<file path="config.mk">
export PLATFORM = sky130hd
export DESIGN_NAME = page_sequencer
export DESIGN_NICKNAME = d
export VERILOG_FILES = /design/src/rtl/page_seq_pkg.sv /design/src/rtl/page_out_fifo.sv /design/src/rtl/page_sequencer.sv
export SDC_FILE = /design/constraint.sdc
export NUM_CORES = 1
export LEC_CHECK = 0
export ABC_AREA = 1
export BUFFER_PORTS_ARGS = -buffer_cell sky130_fd_sc_hd__buf_2
export CORE_AREA = 2 2 119 121
export CTS_BUF_LIST = sky130_fd_sc_hd__clkbuf_16
export DETAILED_ROUTE_END_ITERATION = 8
export DIE_AREA = 0 0 121 123
export HOLD_SLACK_MARGIN = 0.15
export SLEW_MARGIN = 20
export SYNTH_ARGS = -nofsm -noshare
export SYNTH_HDL_FRONTEND = slang
export SYNTH_SLANG_ARGS = --single-unit
</file>
<file path="constraint.sdc">
create_clock -name clk -period 6.2 [get_ports clk]
set_input_delay 0.31 -clock clk [delete_from_list [all_inputs] [get_ports clk]]
set_output_delay 0.31 -clock clk [all_outputs]
set_load 0.05 [all_outputs]
</file>
<file path="src/rtl/page_seq_pkg.sv">
// Shared constants, FSM state encodings and helpers for the paged event buffer sequencer.
package page_seq_pkg;

    localparam int NENT_W = 5;
    localparam logic [NENT_W-1:0] MAX_ENT = 5'd31;
    localparam int SKID_DEPTH = 3;

    // Write FSM states
    localparam logic [0:0] W_WAIT = 1'b0;
    localparam logic [0:0] W_FILL = 1'b1;

    // Read FSM states
    localparam logic [1:0] R_IDLE  = 2'd0;
    localparam logic [1:0] R_ISSUE = 2'd1;
    localparam logic [1:0] R_FLUSH = 2'd2;

    // Entry count recorded for a page when its last beat arrives with write index wcnt.
    // Once the page is full, further beats are dropped, so the count saturates at MAX_ENT.
    function automatic logic [NENT_W-1:0] final_count(input logic [NENT_W-1:0] wcnt);
        return (wcnt < MAX_ENT) ? wcnt + 5'd1 : MAX_ENT;
    endfunction

endpackage

</file>
<file path="src/rtl/page_out_fifo.sv">
// Small skid FIFO between the read-data pipeline and the output stream.
// It is fall-through: with nothing stored, an incoming word is presented on the
// output in the same cycle, so a free-flowing drain adds no extra latency.
module page_out_fifo
    import page_seq_pkg::*;
#(
    parameter int WIDTH = 19
) (
    input  logic             clk,
    input  logic             rst_n,
    input  logic             push,
    input  logic [WIDTH-1:0] push_data,
    input  logic             pop,
    output logic             out_valid,
    output logic [WIDTH-1:0] out_data,
    output logic [1:0]       occupancy
);

    logic [WIDTH-1:0] mem [SKID_DEPTH];
    logic [1:0] head;
    logic [1:0] tail;
    logic [1:0] count;
    logic       empty;
    logic       fire;
    logic       store;
    logic       deq;

    function automatic logic [1:0] bump(input logic [1:0] p);
        return (p == 2'(SKID_DEPTH - 1)) ? 2'd0 : p + 2'd1;
    endfunction

    // A word consumed straight through the bypass path never needs to be stored.
    always_comb begin
        empty     = (count == 2'd0);
        out_valid = !empty || push;
        out_data  = empty ? push_data : mem[head];
        fire      = out_valid && pop;
        store     = push && !(empty && fire);
        deq       = fire && !empty;
        occupancy = count;
    end

    // Pointer and occupancy bookkeeping.
    always_ff @(posedge clk or negedge rst_n) begin
        if (!rst_n) begin
            head  <= 2'd0;
            tail  <= 2'd0;
            count <= 2'd0;
        end else begin
            if (store) tail <= bump(tail);
            if (deq) head <= bump(head);
            case ({store, deq})
                2'b10:   count <= count + 2'd1;
                2'b01:   count <= count - 2'd1;
                default: count <= count;
            endcase
        end
    end

    // Storage array; contents are don't-care until written.
    always_ff @(posedge clk) begin
        if (store) mem[tail] <= push_data;
    end

endmodule

</file>
<file path="src/rtl/page_sequencer.sv">
// Page sequencer: writes each incoming event into its own buffer page and drains
// committed pages in order through the 2-cycle read port into the output stream.
module page_sequencer
    import page_seq_pkg::*;
#(
    parameter int RAM_WIDTH = 18,
    parameter int PAGES     = 4,
    parameter int PAGE_W    = 2,
    parameter int ADDR_W    = 5
) (
    input  logic                 clk,
    input  logic                 rst_n,
    input  logic                 in_valid,
    output logic                 in_ready,
    input  logic [RAM_WIDTH-1:0] in_data,
    input  logic                 in_last,
    output logic                 mem_wea,
    output logic [PAGE_W-1:0]    mem_pagea,
    output logic [ADDR_W-1:0]    mem_addra,
    output logic [RAM_WIDTH-1:0] mem_dina,
    output logic                 mem_enb,
    output logic [PAGE_W-1:0]    mem_pageb,
    output logic [ADDR_W-1:0]    mem_addrb,
    output logic                 mem_regceb,
    output logic                 mem_rstb,
    input  logic [RAM_WIDTH-1:0] mem_doutb,
    output logic                 out_valid,
    input  logic                 out_ready,
    output logic [RAM_WIDTH-1:0] out_data,
    output logic                 out_last,
    output logic [NENT_W-1:0]    out_nent,
    output logic                 ovf_err,
    output logic [PAGE_W:0]      pages_used
);

    localparam logic [PAGE_W:0] PAGES_V = (PAGE_W + 1)'(PAGES);

    logic [0:0]        w_state;
    logic [1:0]        r_state;
    logic [PAGE_W-1:0] wr_page;
    logic [PAGE_W-1:0] rd_page;
    logic [NENT_W-1:0] wcnt;
    logic [NENT_W-1:0] raddr;
    logic [NENT_W-1:0] cnt [PAGES];
    logic [PAGE_W:0]   ready_cnt;
    logic [PAGE_W:0]   pages_next;
    logic [PAGE_W:0]   ready_next;

    logic v1, v2, l1, l2;
    logic accept, commit, free, last_addr, credit_ok;
    logic [1:0] occ;
    logic [2:0] inflight;
    logic [RAM_WIDTH:0] fifo_out;

    // Handshakes, memory port drive and read credit.
    always_comb begin
        in_ready   = (w_state == W_FILL);
        accept     = in_valid && in_ready;
        commit     = accept && in_last;
        mem_wea    = accept && (wcnt < MAX_ENT);
        mem_pagea  = wr_page;
        mem_addra  = ADDR_W'(wcnt);
        mem_dina   = in_data;
        free       = (r_state == R_FLUSH) && out_valid && out_ready && out_last;
        inflight   = {1'b0, occ} + {2'b00, v1} + {2'b00, v2};
        credit_ok  = inflight < 3'(SKID_DEPTH);
        last_addr  = (raddr == cnt[rd_page] - 5'd1);
        mem_enb    = (r_state == R_ISSUE) && credit_ok;
        mem_pageb  = rd_page;
        mem_addrb  = ADDR_W'(raddr);
        mem_regceb = 1'b1;
        mem_rstb   = 1'b0;
        out_nent   = cnt[rd_page];
        out_data   = fifo_out[RAM_WIDTH:1];
        out_last   = fifo_out[0];
    end

    // A commit and a free in the same cycle cancel out in both page counters.
    always_comb begin
        pages_next = pages_used;
        ready_next = ready_cnt;
        if (commit && !free) begin
            pages_next = pages_used + 1'b1;
            ready_next = ready_cnt + 1'b1;
        end else if (!commit && free) begin
            pages_next = pages_used - 1'b1;
            ready_next = ready_cnt - 1'b1;
        end
    end

    // Write side: fill the current page, commit it on the last beat, stall when all pages are busy.
    always_ff @(posedge clk or negedge rst_n) begin
        if (!rst_n) begin
            w_state <= W_WAIT;
            wr_page <= '0;
            wcnt    <= '0;
            ovf_err <= 1'b0;
            for (int p = 0; p < PAGES; p++) cnt[p] <= '0;
        end else begin
            case (w_state)
                W_WAIT: begin
                    if (pages_used < PAGES_V) w_state <= W_FILL;
                end
                W_FILL: begin
                    if (accept) begin
                        if (wcnt == MAX_ENT) ovf_err <= 1'b1;
                        if (in_last) begin
                            cnt[wr_page] <= final_count(wcnt);
                            wr_page      <= wr_page + 1'b1;
                            wcnt         <= '0;
                            if (pages_next == PAGES_V) w_state <= W_WAIT;
                        end else if (wcnt != MAX_ENT) begin
                            wcnt <= wcnt + 5'd1;
                        end
                    end
                end
                default: w_state <= W_WAIT;
            endcase
        end
    end

    // Read side: issue page addresses against FIFO credit, then wait for the last entry to leave.
    always_ff @(posedge clk or negedge rst_n) begin
        if (!rst_n) begin
            r_state    <= R_IDLE;
            rd_page    <= '0;
            raddr      <= '0;
            ready_cnt  <= '0;
            pages_used <= '0;
            v1         <= 1'b0;
            v2         <= 1'b0;
            l1         <= 1'b0;
            l2         <= 1'b0;
        end else begin
            pages_used <= pages_next;
            ready_cnt  <= ready_next;
            v1         <= mem_enb;
            l1         <= mem_enb && last_addr;
            v2         <= v1;
            l2         <= l1;
            case (r_state)
                R_IDLE: begin
                    raddr <= '0;
                    if (ready_cnt != '0 || commit) r_state <= R_ISSUE;
                end
                R_ISSUE: begin
                    if (mem_enb) begin
                        if (last_addr) begin
                            raddr   <= '0;
                            r_state <= R_FLUSH;
                        end else begin
                            raddr <= raddr + 5'd1;
                        end
                    end
                end
                R_FLUSH: begin
                    if (free) begin
                        rd_page <= rd_page + 1'b1;
                        r_state <= R_IDLE;
                    end
                end
                default: r_state <= R_IDLE;
            endcase
        end
    end

    page_out_fifo #(
        .WIDTH(RAM_WIDTH + 1)
    ) u_out_fifo (
        .clk       (clk),
        .rst_n     (rst_n),
        .push      (v2),
        .push_data ({mem_doutb, l2 && v2}),
        .pop       (out_ready),
        .out_valid (out_valid),
        .out_data  (fifo_out),
        .occupancy (occ)
    );

endmodule

</file>
# Word-level counts from Yosys, hierarchy flattened
# Memories as Yosys holds them, arrays and structs flattened.
# Index checks and enable logic that the tools add are counted.
# classes
n_mux	32
bitwise_logic	3
n_reduce_logical	35
n_eq_ne	14
magnitude_cmp	6
add_sub_neg	15
# op_table
cell	count
5-bit 2-to-1 mux	8
20-bit bitwise mux	1
19-bit 2-to-1 mux	1
1-bit logical AND	16
2-bit 2-to-1 mux	6
3-bit 2-to-1 mux	4
2-bit by 1-bit adder with 2-bit output, second input constant	5
5-bit by 1-bit adder with 5-bit output, second input constant	2
5-bit binary-select mux with 2-bit select	1
5-bit demux with 2-bit select	1
5-bit case mux with 2 select lines	1
3-bit AND reduction	3
2-bit equality test, second input constant	4
2-bit != test, second input constant	4
2-bit nonzero test	4
3-bit by 1-bit adder with 3-bit output, second input constant	2
3-bit >= comparator, second input constant	2
1-bit 2-to-1 mux	6
2-bit NOT with 3-bit output	2
2-bit case mux with 3 select lines	1
3-bit by 1-bit subtractor with 3-bit output, second input constant	2
5-bit equality test	1
5-bit equality test, second input constant	1
5-bit less-than comparator, second input constant	1
19 further kinds	26
# word_totals
elab_cells	126
ramBits	57
mem_count	1
out_inout_bits	66
input_bits	41
register_bits	54
# mem_list
memory	depth	width	rd	rd_ports_with_merged_regs	wr	line	text
u_out_fifo.mem	3	19	1	0	1	page_out_fifo.sv:19	logic [WIDTH-1:0] mem [SKID_DEPTH];

# Longest topological paths before layout
# depth
depth_word	14
depth_mapped	16
ltp_nobuf	15

# Hierarchy
# Synthesis repeated with hierarchy kept, for this count alone.
# unflattened
hier_cells	576
area_unflattened_um2	5406.4
# by_module_without_submodules
mod	area_each_um2	n_inst	cells_per_inst
page_out_fifo	2722.6	1	262
page_sequencer	2683.8	1	314

# Worst setup path after synthesis
# OpenSTA, ideal clock, no wires.
# synth_timing
path_kind	reg2reg
startpoint	register u_out_fifo.head[1]
endpoint	register ready_cnt[2]
path_stages_with_launch	14
arrival_ps	2814
path_buffers	1
path_slack_ps	3263
path_cell_list	dfrtp_1 > inv_1 > buf_2 > o22ai_1 > o22ai_1 > nand3_2 > ha_1 > xnor2_1 > ha_1 > a21oi_1 > nor2_1 > nor2_1 > nand2_1 > xnor2_1
# synth_between
elab_chain_len	6
elab_cells_between_ends	8
cone_classes	2 x mux; 5 x reduce/logical; 1 x memory
# synth_lines
item	line	text
start: declaration	page_out_fifo.sv:20	logic [1:0] head;
start signal: assignment	page_out_fifo.sv:51	if (deq) head <= bump(head);
memory 3 x 19 bit *	n/a	
19-bit 2-to-1 mux *	page_out_fifo.sv:36	out_data = empty ? push_data : mem[head];
named net out_last	page_sequencer.sv:30	output logic out_last,
1-bit logical AND *	page_sequencer.sv:64	free = (r_state == R_FLUSH) && out_valid && out_ready && out_last;
1-bit zero test	page_sequencer.sv:82	if (commit && !free) begin
1-bit logical AND	page_sequencer.sv:82	
3-bit 2-to-1 mux or 2-bit nonzero test (tied branches)	n/a	
end signal: assignment	page_sequencer.sv:136	ready_cnt <= ready_next;
end: declaration	page_sequencer.sv:45	logic [PAGE_W:0] ready_cnt;
# Mark *: on every way through the listed nets, which the timed path passes. The rest lies on a longest branch.
# A chain may end at the register's enable or synchronous reset.

# Final worst setup path
# layout_timing
startpoint	register u_out_fifo.head[1]
endpoint	output port out_data[7]
# layout_between
elab_chain_len	2
# layout_lines
item	line	text
memory 3 x 19 bit	n/a	
19-bit 2-to-1 mux	page_out_fifo.sv:36	
end: declaration	page_sequencer.sv:29	output logic [RAM_WIDTH-1:0] out_data,
# No other way between the ends.

==> results by group <==
Outcome
  • Run status: complete, no violations

Global route
  • Largest net degree at the start of global routing: 55
  • Global-route wire length before repair: 18300 microns
  • GRT Residual Overflow: 0
  • Antenna violations before repair: 0
  • Vias in the first global route: 3635
  • Total GRT Usage: 15.7%

Synth
  • Post-synthesis cell count: 515
  • Syn nets: 573
  • Synthesized area: 5320 sq um
  • Top FF cell, synth: edfxtp_1
  • Yosys warns: 0
  • Register bit count reported by yosys: 111
  • Top post-synthesis cells by area: edfxtp_1, dfrtp_1, nand2_1
  • Dominant cell type by area after synthesis: edfxtp_1
  • Async SR Flop Fraction: 48.6%
  • Share of the synthesized area in the top cell type: 32.2%
  • Post-synth EDFFs: 57
  • Avg Inst Size Synth: 10.3 sq um
  • Post-synthesis sequential area ratio: 57.6%
  • Synth cell types: 37

Clock network
  • H-tree depth: 3
  • Post_cts resized: 0
  • Post-CTS Setup Inserts: 0
  • CTS tree: done
  • Worst-skew pair later-pin latency: 0.35 ns
  • CTS buffer count: 9
  • Clock tree buffer depth: 2
  • Clock sink count: 111
  • Worst-path clk slew: 0.08 ns
  • Root buffer cell: clkbuf_16

Worst setup path
  • Cells along the critical path: inv_1 > nand2_1 > clkinv_1 > a22oi_1 > a31oi_1 > buf_2
  • Critical path's largest stage delay: 0.83 ns
  • Kind of critical path: register to output pin
  • Worst path required time: 5.89 ns
  • Reg-to-reg startpoint: u_out_fifo.head[1]$_DFFE_PN0P_
  • CP Capture Type: output pin
  • Critical Path Source Type: register
  • Worst Path Max Fanout: 21
  • CP arrival: 3.21 ns
  • Critical Path Start: u_out_fifo.head[1]$_DFFE_PN0P_
  • Worst path slowest cell: dfrtp_1

Finish
  • Synth-to-layout area growth: 13.9%
  • Fill count: 1286
  • Share of layout cells above drive strength 1: 23.5%
  • Nets@finish: 623
  • Number of diodes: 0

Timing
  • Post-route minimum period: 3.52 ns
  • Worst clock skew: 0.00959 ns
  • Fin. Hold Viols: 0
  • Tcrit/Tclk final: 56.7%
  • Worst slew pin tran: 0.744 ns
  • RSZ-0062 raised after global routing: false
  • Slew HR: 50.4%
  • Fmax: 0.284 GHz
  • Setup TNS: 0 ns
  • Slew Limit Fails: 0
  • Final setup margin: 2.68 ns
  • Endpoints failing setup: 0

Floorplanning
  • Die H: 123 microns
  • I/O pin count: 107
  • Die Area: 14900 sq um
  • Core Region: 13600 sq um
  • Rows: 43
  • Initial Util: 39.1%
  • Chip Width: 121 microns

Placed design
  • Port Buffers: 68
  • Pre-CTS setup slack: 2.88 ns
  • Gpl congestion: 0.816
  • DP HPWL: 7510 microns

Drt
  • Vias post-DR: 3725
  • Final antenna-violating net count: 0
  • Final wirelength: 11000 microns
  • # DRC: 0
  • Routed WL per cell: 14.6 microns
  • Pre-Repair DR Iteration Count: 4
  • Initial DRC count: 239
  • Vias per inst: 4.97

Power and ir drop
  • VDD IR-drop max: 0.000292 V
  • Static Leak: 2.61 nW
  • PwrDens: 616 nW/um^2

Hold path
  • HP Start: mem_doutb[2]
  • Hold WC Path Type: input port to register

Job
  • Max Cap Viol: 0
[per-stage QoR]
step	instances	area [sq um]	util [%]	hold WS [ns]	power, mW
2_1_floorplan	515	5320	-	0.0144	2.73
3_3_place_gp	733	5710	42.0	0.338	3.08
3_5_place_dp	733	5710	42.0	0.350	3.13
4_1_cts	750	6060	44.5	0.167	3.77
5_1_grt	750	6060	44.5	0.166	4.01
6_report	750	6060	44.5	0.174	3.74
[where the power goes]
part | switching (mW) | leakage (nW) | total, mW | internal, mW
registers | 0.180 | 1.18 | 1.17 | 0.988
logic | 1.41 | 1.27 | 1.93 | 0.518
clock network | 0.274 | 0.162 | 0.638 | 0.364
total | 1.87 | 2.61 | 3.74 | 1.87
[placed cells by master (no fill, tap or decap), types with 3 or more instances in the layout]
cell type   n
a21oi_1     8
a22oi_1    15
a31oi_1    38
buf_2      68
buf_4       4
clkbuf_16   9
dfrtp_1    54
edfxtp_1   57
ha_1       16
inv_1      47
inv_2       7
nand2_1    65
nand2_2     8
nand2_4     3
nand3_1    35
nand3_2    10
nor2_1     56
nor2_2      9
nor3_1      4
nor3_2      3
o21ai_0    10
o22ai_1     5
xnor2_1     6
xor2_1      9
[registers in the layout, indices dropped and copies added, names as in the netlist]
| register | count |
|---|---|
| v2 | 1 |
| l2 | 1 |
| mem_pageb | 2 |
| ready_cnt | 3 |
| u_out_fifo.occupancy | 2 |
| v1 | 1 |
| u_out_fifo.mem | 57 |
| pages_used | 3 |
| l1 | 1 |
| ovf_err | 1 |
| mem_addra | 5 |
| in_ready | 1 |
| cnt | 20 |
| r_state | 2 |
| u_out_fifo.head | 2 |
| mem_addrb | 5 |
| u_out_fifo.tail | 2 |
| mem_pagea | 2 |
[metal layers]
layer	wire, microns	track usage, %
met2	5320	25.5
met5	0	0
met1	5000	20.7
met4	127	4.94
met3	511	4.24
[worst paths after layout]
check	to	slack [ns]	cells past startpoint
max	out_data[7]	2.68	6
max reg2reg	ready_cnt[2]$_DFFE_PN0P_	2.87	13
max in group asynchronous	cnt[10]$_DFFE_PN0P_	5.11	3
min	u_out_fifo.mem[0][3]$_DFFE_PP_	0.17	1
min in group asynchronous	mem_addrb[3]$_DFFE_PN0P_	0.61	3
min reg2reg	l2$_DFF_PN0_	0.37	0
[logic make-up (layout without fill, tap and decap cells)]
logic type / count (synthesis) / after routing / synth area share, %
and+or+nand+nor: 197 / 197 / 17.7
xor gates and xnor gates: 15 / 15 / 2.47
AOI/OAI and AO/OA: 83 / 83 / 9.81
adders and majority gates: 17 / 17 / 4.14
other: 2 / 2 / 0.141
DFF: 111 / 111 / 57.6
buffers and inverters: 89 / 144 / 8.00
muxes: 1 / 1 / 0.212
[critical path: cells and delay by family, from the launching register on]
family	cells	cell delay, ns
AO/OA/AOI/OAI	2	0.46
flip-flops	1	0.83
AND/OR/NAND/NOR	1	0.25
buffers and inverters	3	1.29
[layout make-up]
| cell class | instances | area [sq um] | area share (%) |
|---|---|---|---|
| Tap cell | 180 | 225 | 3.72 |
| Timing Repair Buffer | 73 | 380 | 6.27 |
| Clock buffer | 9 | 225 | 3.72 |
| Multi-Input combinational cell | 315 | 1850 | 30.5 |
| Sequential cell | 111 | 3060 | 50.5 |
| Clock inverter | 7 | 115 | 1.90 |
| Inverter | 55 | 206 | 3.41 |
[Yosys cell counts (10+ instances only)]
cell type / count
nand2_1: 65
edfxtp_1: 57
nor2_1: 56
dfrtp_1: 54
inv_1: 47
a31oi_1: 38
nand3_1: 35
buf_4: 22
ha_1: 16
a22oi_1: 15
nand3_2: 10
o21ai_0: 10
[timing repair]
item / in CTS / in global routing
setup endpoints to repair: 0 / 0
hold buffers: 1 / 0
hold endpoints to repair: 54 / 0
(Power assumes the default switching activity.)
